===== config.mk =====
export PLATFORM = sky130hd
export DESIGN_NAME = tdm_demux4
export DESIGN_NICKNAME = d
export VERILOG_FILES = /design/src/rtl/tdm_pkg.sv /design/src/rtl/tdm_demux4_demux1x4.sv /design/src/rtl/tdm_demux4.sv
export SDC_FILE = /design/constraint.sdc
export NUM_CORES = 1
export LEC_CHECK = 0
export CAP_MARGIN = 20
export CORE_MARGIN = 2
export CORE_UTILIZATION = 50
export CTS_BUF_LIST = sky130_fd_sc_hd__clkbuf_8 sky130_fd_sc_hd__clkbuf_16
export DETAILED_ROUTE_END_ITERATION = 7
export DONT_BUFFER_PORTS = 1
export PLACE_DENSITY = 0.61
export SYNTH_ARGS = -nofsm -noshare
export SYNTH_HDL_FRONTEND = slang
export SYNTH_SLANG_ARGS = --single-unit

===== constraint.sdc =====
create_clock -name clk -period 3.1 [get_ports clk]
set_input_delay 0.62 -clock clk [delete_from_list [all_inputs] [get_ports clk]]
set_output_delay 0.62 -clock clk [all_outputs]
set_load 0.005 [all_outputs]

===== src/rtl/tdm_pkg.sv =====
// Shared types and constants for the 4-slot TDM demultiplexer.
package tdm_pkg;
  localparam int WIDTH_DEF = 4;
  localparam int LANES = 4;

  typedef enum logic [1:0] {
    SLOT0 = 2'd0,
    SLOT1 = 2'd1,
    SLOT2 = 2'd2,
    SLOT3 = 2'd3
  } slot_e;
endpackage


===== src/rtl/tdm_demux4_demux1x4.sv =====
// 2-bit select plus enable to a one-hot write-enable vector.
module demux1x4
  import tdm_pkg::*;
(
  input  logic [1:0]       sel_i,
  input  logic             en_i,
  output logic [LANES-1:0] onehot_o
);

  always_comb begin
    onehot_o = '0;
    if (en_i) onehot_o[sel_i] = 1'b1;
  end

endmodule


===== src/rtl/tdm_demux4.sv =====
// Collects four time-multiplexed words into one parallel frame
// with a one-deep output register and start-of-frame resync.
module tdm_demux4
  import tdm_pkg::*;
#(
  parameter int WIDTH = WIDTH_DEF
) (
  input  logic             clk,
  input  logic             rst_n,
  input  logic [WIDTH-1:0] in_data,
  input  logic             in_valid,
  input  logic             in_sof,
  output logic             in_ready,
  output logic [WIDTH-1:0] out_d0,
  output logic [WIDTH-1:0] out_d1,
  output logic [WIDTH-1:0] out_d2,
  output logic [WIDTH-1:0] out_d3,
  output logic             out_valid,
  input  logic             out_ready,
  output logic             frame_err,
  output logic [7:0]       frame_cnt
);

  slot_e            slot_q, slot_d;
  logic [WIDTH-1:0] stage_q [3];
  logic [WIDTH-1:0] out_q   [LANES];
  logic             ovld_q, ovld_d;
  logic             err_q;
  logic [7:0]       cnt_q;

  logic             accept;
  logic             restart;
  logic [1:0]       wsel;
  logic [LANES-1:0] we;
  logic             complete;

  assign in_ready = !(slot_q == SLOT3 && ovld_q && !out_ready);
  assign accept   = in_valid && in_ready;
  assign restart  = accept && in_sof && slot_q != SLOT0;

  // A mid-frame SOF word always lands in stage0.
  assign wsel     = restart ? 2'd0 : slot_q;
  assign complete = we[3];

  demux1x4 u_demux (
    .sel_i    (wsel),
    .en_i     (accept),
    .onehot_o (we)
  );

  always_comb begin
    slot_d = slot_q;
    if (restart) slot_d = SLOT1;
    else if (accept) slot_d = slot_e'(slot_q + 2'd1);
  end

  always_comb begin
    ovld_d = ovld_q;
    if (complete) ovld_d = 1'b1;
    else if (ovld_q && out_ready) ovld_d = 1'b0;
  end

  always_ff @(posedge clk or negedge rst_n) begin
    if (!rst_n) begin
      slot_q <= SLOT0;
      ovld_q <= 1'b0;
      err_q  <= 1'b0;
      cnt_q  <= '0;
      for (int i = 0; i < 3; i++) stage_q[i] <= '0;
      for (int i = 0; i < LANES; i++) out_q[i] <= '0;
    end else begin
      slot_q <= slot_d;
      ovld_q <= ovld_d;
      err_q  <= restart;
      for (int i = 0; i < 3; i++)
        if (we[i]) stage_q[i] <= in_data;
      if (complete) begin
        out_q[0] <= stage_q[0];
        out_q[1] <= stage_q[1];
        out_q[2] <= stage_q[2];
        out_q[3] <= in_data;
        cnt_q    <= cnt_q + 8'd1;
      end
    end
  end

  assign out_d0    = out_q[0];
  assign out_d1    = out_q[1];
  assign out_d2    = out_q[2];
  assign out_d3    = out_q[3];
  assign out_valid = ovld_q;
  assign frame_err = err_q;
  assign frame_cnt = cnt_q;

endmodule


* After elaboration in Yosys (flattened, before gate mapping)
Index checks and enable logic that the tools add are counted.
** Storage, ports and cells
- Register bits after elaboration :: 40
- Input bits :: 9
- Output and inout port bits :: 27
- Logic and storage cells :: 36
** Operators by class
- $add $sub $neg :: 2
- $lt $le $gt $ge :: 2
- Equality and inequality tests :: 1
- Muxes and demuxes :: 8
- Reduce and logical (&&, ||, !) cells :: 12
** Operators with widths (number)
- 8-bit by 1-bit adder with 8-bit output, second input constant :: 1
- 1-bit logical AND :: 7
- 2-bit 2-to-1 mux :: 3
- 2-bit nonzero test :: 3
- 4-bit 2-to-1 mux :: 1
- 2-bit by 3-bit < comparator with 1-bit output, second input constant :: 1
- 1-bit 2-to-1 mux :: 3
- 2-bit by 1-bit adder with 2-bit output, second input constant :: 1
- 1-bit demux with 2-bit select :: 1
- 2-bit equality test, second input constant :: 1
- 2-bit by 1-bit >= comparator with 1-bit output, second input constant :: 1
- 1-bit zero test :: 2

* Depth between registers and ports, before layout
Gate-level depths: netlist (run 1).
- Word-level depth :: 14
- Depth in mapped cells :: 8
- Depth with buffers taken out :: 6

* Cells and area by module
Synthesis (run 1) repeated with hierarchy kept, for this count alone.
** Second synthesis, totals
- Cells, all modules :: 109
- Area, all modules :: 1605.3 um2
** By module, submodules not included
- tdm_demux4 :: instances 1, cells each 105, area an instance 1567.8 um2, sequential area each 1001.0 um2
- demux1x4 :: instances 1, cells each 4, area an instance 37.5 um2, sequential area each 0.0 um2

* Worst setup path after synthesis (run 1)
No wires, ideal clock.
- Path kind :: input -> register
- From :: input out_ready
- To :: register cnt_q[1], in the netlist frame_cnt[1]
- Arrival time :: 1882 ps
- Data required time :: 2975 ps
- Path slack :: 1092 ps
- Cell stages on the path :: 5
- Path buffers :: 2
- Cell sequence :: and3b_1 -> or4_4 -> buf_6 -> buf_6 -> mux2_4
** On the way
- Word-level cells in the longest chain between the ends :: 12
- Elaborated cells on any way between the ends :: 13
- Classes of those cells :: order compare: 2; mux: 4; reduce/logical: 7
** RTL lines
- start, declared :: RTL line tdm_demux4.sv:19 : input logic out_ready,
- 1-bit zero test (*) :: RTL line tdm_demux4.sv:37 : assign in_ready = !(slot_q == SLOT3 && ovld_q && !out_ready);
- 1-bit logical AND (*) :: RTL line tdm_demux4.sv:37
- 1-bit zero test (*) :: RTL line tdm_demux4.sv:37
- 1-bit logical AND (*) :: RTL line tdm_demux4.sv:38 : assign accept = in_valid && in_ready;
- 1-bit logical AND (2 in series) :: RTL line tdm_demux4.sv:39 : assign restart = accept && in_sof && slot_q != SLOT0;
- 2-bit 2-to-1 mux :: RTL line tdm_demux4.sv:42 : assign wsel = restart ? 2'd0 : slot_q;
- 2-bit by 3-bit < comparator with 1-bit output (not written as such) / 2-bit by 1-bit >= comparator with 1-bit output (equally long branches) :: RTL line tdm_demux4_demux1x4.sv:12 : if (en_i) onehot_o[sel_i] = 1'b1;
- 1-bit logical AND (not written as such) :: RTL line tdm_demux4_demux1x4.sv:12
- 1-bit 2-to-1 mux (not written as such) :: RTL line tdm_demux4_demux1x4.sv:12
- 1-bit demux with 2-bit select
- 4-bit 2-to-1 mux (*) :: RTL line tdm_demux4_demux1x4.sv:12
- end signal, assigned :: RTL line tdm_demux4.sv:82 : cnt_q <= cnt_q + 8'd1;
- end, declared :: RTL line tdm_demux4.sv:29 : logic [7:0] cnt_q;
Mark *: on every way between the ends. The rest lies on a longest branch, timed or not.
A chain may end at the register's enable or synchronous reset.

* Final worst setup path (run 1)
- From :: register slot_q[0]
- To :: register cnt_q[6], in the netlist frame_cnt[6]
** On the way
- Word-level cells in the longest chain between the ends :: 13
- Elaborated cells on any way between the ends :: 15
- Classes of those cells :: order compare: 2; eq/ne: 1; mux: 4; reduce/logical: 8
** RTL lines
- start, declared :: RTL line tdm_demux4.sv:24 : slot_e slot_q, slot_d;
- start signal, assigned :: RTL line tdm_demux4.sv:72 : slot_q <= slot_d;
- 2-bit equality test :: RTL line tdm_demux4.sv:37
- 1-bit logical AND (2 in series) :: RTL line tdm_demux4.sv:37
- 1-bit zero test :: RTL line tdm_demux4.sv:37
- 1-bit logical AND :: RTL line tdm_demux4.sv:38
- 1-bit logical AND (2 in series) :: RTL line tdm_demux4.sv:39
- 2-bit 2-to-1 mux :: RTL line tdm_demux4.sv:42
- 2-bit by 3-bit < comparator with 1-bit output (not written as such) / 2-bit by 1-bit >= comparator with 1-bit output (equally long branches) :: RTL line tdm_demux4_demux1x4.sv:12
- 1-bit logical AND (not written as such) :: RTL line tdm_demux4_demux1x4.sv:12
- 1-bit 2-to-1 mux (not written as such) :: RTL line tdm_demux4_demux1x4.sv:12
- 1-bit demux with 2-bit select
- 4-bit 2-to-1 mux (*) :: RTL line tdm_demux4_demux1x4.sv:12
Marked as above.

==> flow_metrics.env, run 1 <==
export IMPL_grt_pass1_wl_um=4600
export IMPL_gp_congestion=0.782
export IMPL_synthesis_nets=130
export IMPL_holdWs_ns=0.152
export IMPL_crit_start="slot_q[0]"
export IMPL_overflow=0
export IMPL_worstRegToRegCells=5
export IMPL_drt_iter0_drc=33
export IMPL_yosysSeqAreaShare_pct=58.4
export IMPL_start_kind="register"
export IMPL_finalMaxSlewViolations=0
export IMPL_min_delay_path_class="input pin to async pin"
export IMPL_status="completed"
export IMPL_r2r_start="slot_q[0]"
export IMPL_end_kind="register"
export IMPL_cts_resized=0
export IMPL_endpoint="frame_cnt[6]"
export IMPL_synth_flop_cell="dfrtp_1"
export IMPL_antenna_left=0
export IMPL_fin_crit_ns=2.15
export IMPL_die_height_um=62.5
export IMPL_arrival_ns=2.36
export IMPL_synthArstFlopShare_pct=100
export IMPL_hold_violations=0
export IMPL_max_cap_violations=0
export IMPL_rows=21
export IMPL_power_total_uw=1830
export IMPL_postLayoutCellArea_um2=1890
export IMPL_dp_hpwl_um=1850
export IMPL_crit_required_ns=3.31
export IMPL_fin_crit_sh_pct=69.3
export IMPL_synth_cell_types=20
export IMPL_core_um2=3310
export IMPL_r2r_end="frame_cnt[6]"
export IMPL_io_buffers=0
export IMPL_yosysTopAreaCellShare_pct=58.4
export IMPL_cts_root_buf="clkbuf_8"
export IMPL_diodes=0
export IMPL_synthTopCellsByCount="dfrtp_1 (40), mux2_4 (15), mux2_2 (12)"
export IMPL_rsz0062_at_grt="false"
export IMPL_fin_setup_tns_ns=0
export IMPL_syn_area_per_cell_um2=14.5
export IMPL_cts_buffers=5
export IMPL_dieArea_um2=3910
export IMPL_cts_tree="yes"
export IMPL_critPathMaxFanout=25
export IMPL_tightest_slew_ns=0.426
export IMPL_fmax_mhz=466
export IMPL_synth_warnings=0
export IMPL_synthMostInstantiatedCell="dfrtp_1"
export IMPL_track_usage_pct=15.6
export IMPL_h_tree_depth=2
export IMPL_via_count=889
export IMPL_antenna_found_initial=0
export IMPL_synth_edf_count=0
export IMPL_clk_pin_slew_ns=0.07
export IMPL_synth_cells=118
export IMPL_place_area_um2=1740
export IMPL_wl_per_cell_um=16.2
export IMPL_drive_gt1_share_pct=31.2
export IMPL_syn2layout_area_growth_pct=10.2
export IMPL_start_util_pct=51.7
export IMPL_fin_util_pct=57.0
export IMPL_ios=36
export IMPL_drc=0
export IMPL_r2r_setup_slack_ns=0.95
export IMPL_drt_first_pass_iters=4
export IMPL_cts_sinks=40
export IMPL_irDropWorstVdd_v=0.000466
export IMPL_grt_max_degree=41
export IMPL_relSlewSlack_pct=71.6
export IMPL_grt_pass1_vias=889
export IMPL_setup_viol=0
export IMPL_finalClockSkew_ns=0.00300
export IMPL_finalNetCount=136
export IMPL_ys_top_cells_by_area="dfrtp_1 (58%), mux2_4 (13%), mux2_2 (7.9%)"
export IMPL_cts_buffer_depth=2
export IMPL_ys_seq_elements=40
export IMPL_syn_area_um2=1710
export IMPL_power_static_leakage_uw=0.000906
export IMPL_viasPerCell=5.20
export IMPL_yosysTopAreaCell="dfrtp_1"
export IMPL_dieWidth_um=62.5
export IMPL_clk_latency_ns=0.29
export IMPL_path_class="register to register"
export IMPL_powerDensity_nw_per_um2=967
export IMPL_routed_wl_um=2770
## where the power goes
group	internal [uW]	leakage, uW	switching (uW)
logic	286	0.000357	160
clock network	263	0.0000614	178
registers	750	0.000488	190
## critical path, stage by stage, from the launching register on
cell and delay (ns):
dfrtp_1 0.43, ha_1 0.21, and3b_1 0.20, or4_4 0.74
nor4_2 0.31, xor2_1 0.18
## state kept, by name (all words and copies together) (netlist names), 2 cells and up
signal and cells:
frame_cnt 8, out_d0 4, out_d1 4, out_d2 4, out_d3 4, slot_q 2
stage_q 12
## layout make-up
| cell class | count | area (um^2) |
|---|---|---|
| well taps | 46 | 57.6 |
| inverters | 7 | 26.3 |
| multi-input cells | 68 | 652 |
| fillers | 286 | 1420 |
| clock inverters | 2 | 38.8 |
| clock buffers | 6 | 82.6 |
| repair buffers | 2 | 30.0 |
| flip-flops and latches | 40 | 1000 |
## timing repair
item,4_1_cts,5_1_grt
hold endpoints to repair,0,33
setup buffers,0,0
hold buffers,0,2
## routing by layer
layer  track usage [%]  wire [um]  vias up
met3              6.67        192        5
li1                  -          -      415
met1              19.9       1240      443
met4              7.50         53        0
met2              23.0       1280       26
met5                 0          0        -
## cells by family after synthesis
family          share of synthesized area (%)
compound gates                           1.17
xor+xnor                                 3.58
fa+ha+maj                                2.19
buf+inv                                  3.51
flops                                    58.4
mux                                      22.4
simple gates                             8.77
## through the flow
stage | instances | setup WS (ns)
final | 171 | 0.952
after global routing | 171 | 0.825
after CTS | 169 | 0.946
after detailed placement | 161 | 0.975
after global placement | 161 | 1.00
after floorplan | 118 | 1.09
## worst min-delay path by stage
stage | cells past startpoint | slack (ns) | endpoint | startpoint
2_1_floorplan | 0 | 0.32 | frame_cnt[0] | rst_n
3_3_place_gp | 0 | 0.33 | frame_cnt[4] | rst_n
3_5_place_dp | 0 | 0.33 | frame_cnt[4] | rst_n
4_1_cts | 0 | 0.004 | stage_q[3] | rst_n
5_1_grt | 1 | 0.14 | stage_q[3] | rst_n
6_report | 1 | 0.15 | out_d1[2] | rst_n
## cells in the final DEF, fill, tap and decap left out
cell type      instances
and3b_1                1
mux2_2                12
nor4_2                 1
mux2_4                15
ha_1                   3
nor2_1                 4
nand2_1                5
xnor2_1                2
xor2_1                 5
mux2_1                 2
dfrtp_1               40
o21ai_0                4
or4_4                  1
inv_1                  7
nor4_4                 1
nand3_1                8
clkbuf_8               6
nor3_1                 2
buf_12                 1
clkinv_4               1
dlygate4sd3_1          1
nand2b_1               1
nor2b_1                1
bufinv_16              1
Power figures use the tool's default switching activity.
==> run 2: changes to the inputs <==
==> constraint.sdc (replaced) <==
create_clock -name clk -period 2.2 [get_ports clk]
set_input_delay 0.44 -clock clk [delete_from_list [all_inputs] [get_ports clk]]
set_output_delay 0.44 -clock clk [all_outputs]
set_load 0.005 [all_outputs]
==> flow_metrics.env, run 2 (same netlist as run 1, synthesis figures left out) <==
export IMPL_end_kind="register"
export IMPL_tightest_slew_ns=0.314
export IMPL_antenna_left=0
export IMPL_drt_iter0_drc=85
export IMPL_finalNetCount=138
export IMPL_crit_required_ns=2.37
export IMPL_antenna_found_initial=0
export IMPL_io_buffers=0
export IMPL_setup_viol=0
export IMPL_fmax_mhz=481
export IMPL_clk_latency_ns=0.28
export IMPL_cts_root_buf="clkbuf_8"
export IMPL_gp_congestion=0.773
export IMPL_fin_setup_tns_ns=0
export IMPL_fin_crit_sh_pct=94.4
export IMPL_via_count=890
export IMPL_irDropWorstVdd_v=0.000620
export IMPL_r2r_start="slot_q[0]"
export IMPL_fin_util_pct=57.1
export IMPL_drive_gt1_share_pct=31.5
export IMPL_min_delay_path_class="input pin to register"
export IMPL_max_cap_violations=0
export IMPL_core_um2=3310
export IMPL_dieArea_um2=3910
export IMPL_power_switching_uw=724
export IMPL_grt_max_degree=41
export IMPL_cts_buffers=5
export IMPL_cts_setup_buffers=0
export IMPL_power_static_leakage_uw=0.000912
export IMPL_cts_sinks=40
export IMPL_cts_resized=0
export IMPL_drt_first_pass_iters=4
export IMPL_cts_tree="yes"
export IMPL_cts_buffer_depth=2
export IMPL_rsz0062_at_grt="false"
export IMPL_relSlewSlack_pct=78.9
export IMPL_start_kind="register"
export IMPL_ios=36
export IMPL_viasPerCell=5.14
export IMPL_die_height_um=62.5
export IMPL_rows=21
export IMPL_grt_pass1_wl_um=4510
export IMPL_clockPowerShare_pct=22.6
export IMPL_dp_hpwl_um=1890
export IMPL_crit_start="slot_q[0]"
export IMPL_pwr_share_seq_pct=52.2
export IMPL_diodes=0
export IMPL_finalMaxSlewViolations=0
export IMPL_critPathMaxFanout=12
export IMPL_layout_common_cells="dfrtp_1 (40), mux2_4 (15), mux2_2 (12)"
export IMPL_hp_start="out_ready"
export IMPL_drc=0
export IMPL_wl_per_cell_um=15.4
export IMPL_path_class="register to register"
export IMPL_largest_reg_flops=12
export IMPL_arrival_ns=2.24
export IMPL_grt_pass1_vias=877
export IMPL_intPower_uw=1800
export IMPL_finalClockSkew_ns=0.00427
export IMPL_combPwrFrac_pct=25.1
export IMPL_dieWidth_um=62.5
export IMPL_track_usage_pct=15.3
export IMPL_start_util_pct=51.7
export IMPL_fin_crit_ns=2.08
export IMPL_h_tree_depth=2
export IMPL_syn2layout_area_growth_pct=10.3
export IMPL_powerDensity_nw_per_um2=1340
export IMPL_hold_violations=0
export IMPL_largest_register="stage_q"
export IMPL_overflow=0
export IMPL_swShare_pct=28.7
export IMPL_clk_pin_slew_ns=0.07
export IMPL_status="completed"
export IMPL_final_common_cell="dfrtp_1"
export IMPL_routed_wl_um=2670
-- run 2: final timing paths --
check / endpoint / cells after the start / slack (ns)
hold / removal: out_valid / 1 / 0.28
max in group asynchronous: slot_q[1] / 2 / 1.41
setup reg to reg: out_d3[3] / 5 / 0.12
setup / recovery: out_d3[3] / 5 / 0.12
min in group asynchronous: frame_cnt[6] / 2 / 0.61
hold reg to reg: frame_cnt[7] / 1 / 0.49
-- run 2: final cells by class --
cell class	instances	area [um^2]
tap	46	57.6
timing repair buffer	4	45.0
multi-input combinational	68	652
inverter	7	26.3
clock buffer	5	68.8
clock inverter	3	38.8
fill	286	1420
sequential	40	1000
-- run 2: metal layers --
metal / wire (um) / up-vias / global-route usage [%]
li1: - / 417 / -
met1: 1200 / 436 / 20.3
met2: 1250 / 33 / 21.8
met3: 197 / 4 / 6.49
met4: 29 / 0 / 6.67
met5: 0 / - / 0
-- run 2: power by group through the flow --
| stage | clock, uW | sequential [uW] | combinational [uW] |
|---|---|---|---|
| 5_1_grt | 621 | 1360 | 701 |
| 3_3_place_gp | 0 | 1330 | 598 |
| 4_1_cts | 586 | 1330 | 645 |
| 3_5_place_dp | 0 | 1340 | 619 |
| 6_report | 571 | 1320 | 633 |
| 2_1_floorplan | 0 | 1260 | 561 |
-- run 2: critical path, stage by stage, from the launching register on --
cell,delay [ns]
dfrtp_1,0.43
ha_1,0.21
and3b_1,0.20
or4_4,0.57
buf_4,0.23
mux2_1,0.32
-- run 2: stage by stage --
stage / total power, uW / instance area [um^2] / std cells / worst slack [ns] / hold WS [ns]
finish: 2520 / 1890 / 173 / 0.123 / 0.276
global route: 2690 / 1890 / 173 / 0.0733 / 0.264
CTS: 2560 / 1890 / 173 / 0.126 / 0.267
detailed placement: 1960 / 1750 / 163 / 0.137 / 0.145
global placement: 1930 / 1750 / 163 / 0.186 / 0.145
floorplan: 1820 / 1710 / 118 / 0.219 / 0.144
-- run 2: what timing repair did --
action	CTS	global route
hold buffers	2	0
endpoints found under the hold margin	40	0
endpoints found under the setup margin	0	0
